### src/rtl/chess_layout_scanner_if.sv
// Square descriptor stream from the layout scanner to the LCD draw engine.
// The scanner is the master; the draw engine answers with SquareReady.
interface chess_layout_scanner_if;
   logic       SquareValid;
   logic       SquareReady;
   logic [5:0] SquareIdx;
   logic [2:0] SquareX;
   logic [2:0] SquareY;
   logic [3:0] PieceCode;
   logic       Selected;

   modport master (
      output SquareValid, SquareIdx, SquareX, SquareY,
      output PieceCode, Selected,
      input  SquareReady
   );

   modport slave (
      input  SquareValid, SquareIdx, SquareX, SquareY,
      input  PieceCode, Selected,
      output SquareReady
   );
endinterface

### src/rtl/chess_layout_scanner.sv
// Snapshots the flat board layout per frame and streams changed squares
// (or every square on a full redraw) to the draw engine.
module chess_layout_scanner (
   input  logic         clock,
   input  logic         resetApp,
   input  logic [511:0] Layout,
   input  logic         FrameStart,
   input  logic         FullRedraw,
   output logic         Busy,
   output logic         FrameDone,
   chess_layout_scanner_if.master sq
);

   typedef enum logic [1:0] {
      IDLE, SCAN, EMIT, DONE
   } state_e;

   localparam logic [5:0] LAST_IDX = 6'd63;

   state_e       state_q;
   logic [511:0] snap_q;
   logic [511:0] shadow_q;
   logic [5:0]   idx_q;
   logic         force_q;
   logic         first_q;
   logic         valid_q;
   logic [5:0]   out_idx_q;
   logic [3:0]   piece_q;
   logic         sel_q;
   logic         busy_q;
   logic         done_q;

   logic [8:0]   off;
   logic [7:0]   snap_sq;
   logic [7:0]   shad_sq;

   assign off     = {idx_q, 3'b000};
   assign snap_sq = snap_q[off +: 8];
   assign shad_sq = shadow_q[off +: 8];

   always_ff @(posedge clock) begin
      if (resetApp) begin
         state_q   <= IDLE;
         snap_q    <= '0;
         shadow_q  <= '0;
         idx_q     <= '0;
         force_q   <= 1'b0;
         first_q   <= 1'b1;
         valid_q   <= 1'b0;
         out_idx_q <= '0;
         piece_q   <= '0;
         sel_q     <= 1'b0;
         busy_q    <= 1'b0;
         done_q    <= 1'b0;
      end else begin
         unique case (state_q)
            IDLE: begin
               if (FrameStart) begin
                  snap_q  <= Layout;
                  force_q <= FullRedraw | first_q;
                  idx_q   <= '0;
                  busy_q  <= 1'b1;
                  state_q <= SCAN;
               end
            end
            SCAN: begin
               if (force_q || snap_sq != shad_sq) begin
                  out_idx_q <= idx_q;
                  piece_q   <= snap_sq[3:0];
                  sel_q     <= |snap_sq[7:4];
                  valid_q   <= 1'b1;
                  state_q   <= EMIT;
               end else if (idx_q == LAST_IDX) begin
                  done_q  <= 1'b1;
                  state_q <= DONE;
               end else begin
                  idx_q <= idx_q + 6'd1;
               end
            end
            EMIT: begin
               // Descriptor is frozen until the draw engine takes it
               if (sq.SquareReady) begin
                  shadow_q[off +: 8] <= snap_sq;
                  valid_q            <= 1'b0;
                  if (idx_q == LAST_IDX) begin
                     done_q  <= 1'b1;
                     state_q <= DONE;
                  end else begin
                     idx_q   <= idx_q + 6'd1;
                     state_q <= SCAN;
                  end
               end
            end
            DONE: begin
               done_q  <= 1'b0;
               busy_q  <= 1'b0;
               first_q <= 1'b0;
               force_q <= 1'b0;
               state_q <= IDLE;
            end
            default: state_q <= IDLE;
         endcase
      end
   end

   assign sq.SquareValid = valid_q;
   assign sq.SquareIdx   = out_idx_q;
   assign sq.SquareX     = out_idx_q[2:0];
   assign sq.SquareY     = out_idx_q[5:3];
   assign sq.PieceCode   = piece_q;
   assign sq.Selected    = sel_q;
   assign Busy           = busy_q;
   assign FrameDone      = done_q;

endmodule
### src/flat_wrapper.sv
// flat-port wrapper written by rule: the top's interface ports become plain ports
module chess_layout_scanner_flat 
  (clock, resetApp, Layout, FrameStart, FullRedraw, Busy, FrameDone, sq_SquareValid, sq_SquareIdx, sq_SquareX, sq_SquareY, sq_PieceCode, sq_Selected, sq_SquareReady);
  chess_layout_scanner_if sq_i ();
  input  logic clock;
  input  logic resetApp;
  input  logic [511:0] Layout;
  input  logic FrameStart;
  input  logic FullRedraw;
  output logic Busy;
  output logic FrameDone;
  output wire logic [$bits(sq_i.SquareValid)-1:0] sq_SquareValid;
  output wire logic [$bits(sq_i.SquareIdx)-1:0] sq_SquareIdx;
  output wire logic [$bits(sq_i.SquareX)-1:0] sq_SquareX;
  output wire logic [$bits(sq_i.SquareY)-1:0] sq_SquareY;
  output wire logic [$bits(sq_i.PieceCode)-1:0] sq_PieceCode;
  output wire logic [$bits(sq_i.Selected)-1:0] sq_Selected;
  input wire logic [$bits(sq_i.SquareReady)-1:0] sq_SquareReady;
  assign sq_SquareValid = sq_i.SquareValid;
  assign sq_SquareIdx = sq_i.SquareIdx;
  assign sq_SquareX = sq_i.SquareX;
  assign sq_SquareY = sq_i.SquareY;
  assign sq_PieceCode = sq_i.PieceCode;
  assign sq_Selected = sq_i.Selected;
  assign sq_i.SquareReady = sq_SquareReady;
  chess_layout_scanner u_core (.clock(clock), .resetApp(resetApp), .Layout(Layout), .FrameStart(FrameStart), .FullRedraw(FullRedraw), .Busy(Busy), .FrameDone(FrameDone), .sq(sq_i));
endmodule
### config.mk
export PLATFORM = sky130hd
export DESIGN_NAME = chess_layout_scanner_flat
export DESIGN_NICKNAME = d
export VERILOG_FILES = /design/src/rtl/chess_layout_scanner_if.sv /design/src/rtl/chess_layout_scanner.sv /design/src/flat_wrapper.sv
export SDC_FILE = /design/constraint.sdc
export NUM_CORES = 2
export LEC_CHECK = 0
export ABC_AREA = 0
export CAP_MARGIN = 20
export CORE_AREA = 4 4 304 306
export DETAILED_ROUTE_END_ITERATION = 16
export DIE_AREA = 0 0 308 310
export GPL_TIMING_DRIVEN = 1
export PLACE_DENSITY = 0.72
export REMOVE_ABC_BUFFERS = 1
export SLEW_MARGIN = 20
export SYNTH_ARGS = -nofsm -noshare
export SYNTH_HDL_FRONTEND = slang
export SYNTH_SLANG_ARGS = --single-unit
### constraint.sdc
create_clock -name clock -period 5.5 [get_ports clock]
set_input_delay 1.375 -clock clock [delete_from_list [all_inputs] [get_ports clock]]
set_output_delay 1.375 -clock clock [all_outputs]
set_load 0.05 [all_outputs]
Word-level counts from Yosys, hierarchy flattened
Index checks and enable logic that the tools add are counted.
- bits in writable memories: 0
- word-level logic and storage cells: 67
- memories kept: 0
- bits in registers: 1048
- ROM bits: 0
- output and inout bits: 20
- bits in latches: 0
- bits of input ports: 517
- equal/unequal tests: 10
- shift operators: 4
- multiply operators: 0
- add/subtract/negate cells: 2
- multiplexer cells: 23
- reduce and logical (&&, ||, !) cells: 15
- div/mod/pow operators: 0
- magnitude comparators: 0
- bitwise gates (word level): 1
- operators by type and width (operator ; count):
    variable part select 512 x 10 -> 8 bit ; 2
    bitwise mux 512 bit ; 1
    variable shift 8 x 11 -> 512 bit, first input constant ; 1
    variable part select 8 x 11 -> 512 bit ; 1
    2-to-1 mux 6 bit ; 4
    one-hot mux 6 bit (3 select lines) ; 1
    negator 9 -> 11 bit ; 1
    2-to-1 mux 2 bit ; 5
    AND reduction 3 bit ; 3
    inequality test 8 bit ; 1
    one-hot mux 2 bit (4 select lines) ; 1
    AND reduction 2 bit ; 4
    2-to-1 mux 1 bit ; 7
    adder 6 x 1 -> 6 bit, second input constant ; 1
    equality test 6 bit, second input constant ; 1
    inequality test 2 bit, second input constant ; 3
    one-hot mux 1 bit (2 select lines) ; 3
    nonzero test 3 bit ; 2
    equality test 2 bit, second input constant ; 2
    AND reduction 4 bit ; 1
    nonzero test 2 bit ; 2
    OR reduction 4 bit ; 1
    inequality test 3 x 1 -> 1 bit, second input constant ; 1
    one-hot mux 1 bit (3 select lines) ; 1
    5 further kinds ; 5

Logic depth before layout (Yosys ltp)
- depth in word-level cells: 5
- depth in mapped cells: 18

Worst setup path after synthesis
No wires, ideal clock.
- kind: register to register
- from: register u_core.idx_q[0]
- to: register u_core.shadow_q[118]
- arrival: 3.911 ns
- period minus slack after synthesis: 3.997 ns
- required time: 5.414 ns
- buffers on the path: 9
- setup time: 0.086 ns
- cell stages (with the launch flop): 19
- path slack: 1.503 ns
- cell sequence: dfxtp_1 > buf_6 > buf_6 > buf_6 > buf_4 > inv_2 > buf_2 > ha_1 > clkbuf_1 > and3_1 > xnor2_1 > or2_2 > or2_2 > clkbuf_1 > clkbuf_1 > nor2_1 > clkbuf_1 > nor2_1 > a211oi_1
- cells in the longest elaborated chain, start to end: 3
- elaborated cells on any way between the ends: 5
- ends and longest elaborated chain (element ; RTL line ; RTL):
    start, declared ; chess_layout_scanner.sv:23 ; logic [5:0] idx_q;
    start signal, assigned ; chess_layout_scanner.sv:77 ; idx_q <= idx_q + 6'd1;
    start signal, assigned ; chess_layout_scanner.sv:89 ; idx_q <= idx_q + 6'd1;
    variable part select 512 x 10 -> 8 bit or negator 9 -> 11 bit (tied branches) ; chess_layout_scanner.sv:38, chess_layout_scanner.sv:83 ;
    variable part select 8 x 11 -> 512 bit or variable shift 8 x 11 -> 512 bit (tied branches) ; chess_layout_scanner.sv:83 ; shadow_q[off +: 8] <= snap_sq;
    bitwise mux 512 bit (*) ; chess_layout_scanner.sv:83 ;
    end signal, assigned by index ; chess_layout_scanner.sv:83 ;
    end, declared ; chess_layout_scanner.sv:22 ; logic [511:0] shadow_q;
Every way passes the cells marked *; elsewhere a longest branch is shown, timed or not.
A chain may end at the register's enable or synchronous reset.

Worst setup path after layout
- from: register u_core.idx_q[1]
- to: register u_core.idx_q[5]
- cells in the longest elaborated chain, start to end: 5
- elaborated cells on any way between the ends: 12
- ends and longest elaborated chain (element ; RTL line ; RTL):
    variable part select 512 x 10 -> 8 bit (on tied branches) ; chess_layout_scanner.sv:38, chess_layout_scanner.sv:39 ;
    inequality test 8 bit ; chess_layout_scanner.sv:67 ; if (force_q || snap_sq != shad_sq) begin
    logical OR 1 bit ; chess_layout_scanner.sv:67 ;
    inequality test 2 bit (no source line) ; - ;
    AND reduction 4 bit (no source line) ; - ;
Parallel ways exist; a longest one is shown, timed or not. The select of a mux whose other input is x is not followed.

==> qor.yml <==
status: "finished, final reports clean"
antenna_found_initial: 6
row_count: 110
io_buffers: 536
max_freq_mhz: 208
path_class: "reg -> reg"
cts_max_level: 3
postCtsSetupBuffers: 0
rsz0062_at_grt: "no"
min_period_ns: 4.81
crit_buf_inv: 2
yosysSeqAreaShare: 0.471
seqPwrFrac: 0.406
die_area_mm2: 0.0955
internal_power_mw: 14.6
grt_max_degree: 155
multi_input_area_mm2: 0.0216
synth_seq_cells: 1048
power_per_cell_area_mw_per_mm2: 391
clk-insertion-delay-late_ns: 0.68
yosysWarnings: 0
post_drt_wl_per_cell_um: 22.0
synth_area_mm2: 0.0446
crit_slowest_cell: "dfxtp_4"
placed_area_mm2: 0.0508
slowest_delay_ns: 0.99
hold_buffers: 0
crit_fanout: 50
ant_nets: 0
design_area_mm2: 0.0546
period_share: 0.874
startpoint_type: "register"
coreArea_mm2: 0.0896
place_hpwl_mm: 98.6
syn2layout_area_growth_pct: 22.4
grt_overflow: 0
ir_worst_vdd_v: 0.000323
place_ws_ns: 0.771
clock_path_buffers: 3
fin_cells: 6576
fin_skew_ns: 0.0249
pwr-share-clk: 0.357
slew_viol_final: 0
post-route-util: 0.609
via_per_inst: 5.88
ctsResizeCount: 0
drc_errors: 0
swShare: 0.316
critPathRequiredTime_ns: 6.07
layout-drive-gt1-share: 0.105
path_cells: "buf_4, buf_4, mux4_2, o211ai_1, o21ai_0, nor4_4, xor2_1, nor4_2, a31o_4, nand4b_2, o41ai_2"
avgSynthCellArea_um2: 8.94
hold_path_class: "reg -> reg"
tightest_slew_ns: 1.14
end_kind: "register"
dr.pass1.iters: 6
synth.distinct_cells: 70
cpMostUsedCell: "buf_4"
critPathTopFamily: "simple AND/OR/NAND/NOR gates"
cts_made_buffers: 105
grt_usage: 0.292
switchingPower_mw: 6.73
initial_core_util: 0.498
synth_ff_type: "dfxtp_1"
finalHoldViolCount: 0
cts_tree: "built"
die_w_um: 308
fillers: 7527
grt_pass1_vias: 36800
syn_inst: 4985
io_pins: 537
clock_tree.root_cell: "clkbuf_16"
cap_violations: 0
layout_setup_ws_ns: 0.691
power_leakage_nw: 18.4
fin_setup_tns_ns: 0
clk_pin_slew_ns: 0.06
die_h_um: 310
seq_area_mm2: 0.0210
p_comb_frac: 0.237
slew-limit-headroom: 0.237
cp_data_arrival_time_ns: 5.37
async_reset_ff_frac: 0
synth_edf_count: 0
setup_viol: 0
placed_cells: 6379
cts_sinks: 1048
routed_wl_mm: 145
gp_congestion: 0.934
routed-via-count: 38700
drtIter0Drc: 3940
grt_pass1_wl_mm: 218
nets: 5833
[path summary, 6_finish.rpt]
check	from	endpoint	slack, ns	cells past startpoint
worst min-delay path	u_core.snap_q[84]	u_core.snap_q[84]	0.45	2
worst max-delay path	u_core.idx_q[1]	u_core.idx_q[5]	0.69	11
worst min register to register	u_core.snap_q[84]	u_core.snap_q[84]	0.45	2
worst max register to register	u_core.idx_q[1]	u_core.idx_q[5]	0.69	11
[routing by layer]
layer / part of all wire / GRT usage / vias to the layer above
li1: - / - / 18100
met1: 0.40 / 0.381 / 18500
met2: 0.47 / 0.474 / 1745
met3: 0.084 / 0.0557 / 370
met4: 0.048 / 0.137 / 2
met5: 0.000048 / 0 / -
[state kept, by name, summed over array words and instances (netlist names), 2 cells and up]
name                 count
u_core.idx_q             6
u_core.shadow_q        512
u_core.snap_q          512
u_core.sq.PieceCode      4
u_core.sq.SquareIdx      6
u_core.state_q           2
[synthesized netlist by cell type (4+ instances only)]
cell type	n	area (um2)
nand2_1	1086	4080
dfxtp_1	1048	21000
nor2_1	617	2320
a21oi_1	542	2710
a211oi_1	486	3650
clkbuf_1	337	1260
mux2i_1	218	2180
mux4_2	189	4260
buf_2	57	285
a22oi_1	47	353
nand3_1	47	235
buf_1	39	146
buf_4	25	188
o22ai_1	25	156
o21ai_0	22	110
mux2_2	15	169
a221oi_1	11	96.3
nor2b_1	11	68.8
o211ai_1	11	82.6
nor3_1	10	50.1
buf_6	9	101
a31oi_1	8	50.1
nand2b_1	7	43.8
nand4_1	7	43.8
and2_1	6	37.5
ha_1	6	75.1
inv_1	6	22.5
or2_2	6	37.5
xnor2_1	6	52.6
xor2_1	6	52.6
and3_1	5	31.3
a311oi_1	4	35.0
inv_2	4	15.0
o2bb2ai_1	4	35.0
[worst register-to-register path: cells and delay by family (launching register included)]
kind,cells,cell delay (ns)
multiplexers,1,0.51
buffers and inverters,2,0.83
AND/OR/NAND/NOR,3,1.14
XOR/XNOR,1,0.17
flip-flops,1,0.99
AO/OA/AOI/OAI,4,1.06
[layout by cell type, fill, tap and decap left out, drive strengths merged, types with 25 or more instances in the layout]
cell type,count
buf,153
o22ai,25
mux2i,218
a21oi,542
nor2,618
nand2,1086
a211oi,486
clkdlybuf4s50,535
dfxtp,1048
clkbuf,144
mux4,189
a22oi,47
clkinv,27
nand3,47
[through the flow]
step                hold slack, ns  power (mW)
finish                       0.452        21.3
global route                 0.467        22.1
CTS                          0.453        21.3
detailed placement           0.444        13.8
global placement             0.431        13.7
floorplan                    0.420        12.5
[cell families after synthesis]
group           synth area share
simple gates               0.160
compound gates             0.171
flops                      0.471
buf+inv                   0.0464
mux                        0.148
xor+xnor                 0.00236
fa+ha+maj                0.00168
[power groups by stage]
stage	Combinational [mW]	Clock (mW)	Sequential, mW
final	5.06	7.60	8.65
after detailed placement	4.99	0	8.79
after global placement	4.93	0	8.79
after global routing	5.45	7.98	8.70
after floorplan	3.54	0	8.93
after CTS	5.01	7.65	8.64
[layout make-up]
type                    count  share of cell area
multi-input cells        3457               0.396
flip-flops and latches   1048               0.385
repair buffers            688               0.123
clock buffers             144              0.0549
well taps                1176              0.0270
clock inverters            47              0.0130
inverters                  10            0.000734
diodes                      6            0.000275
(Power assumes the default switching activity.)
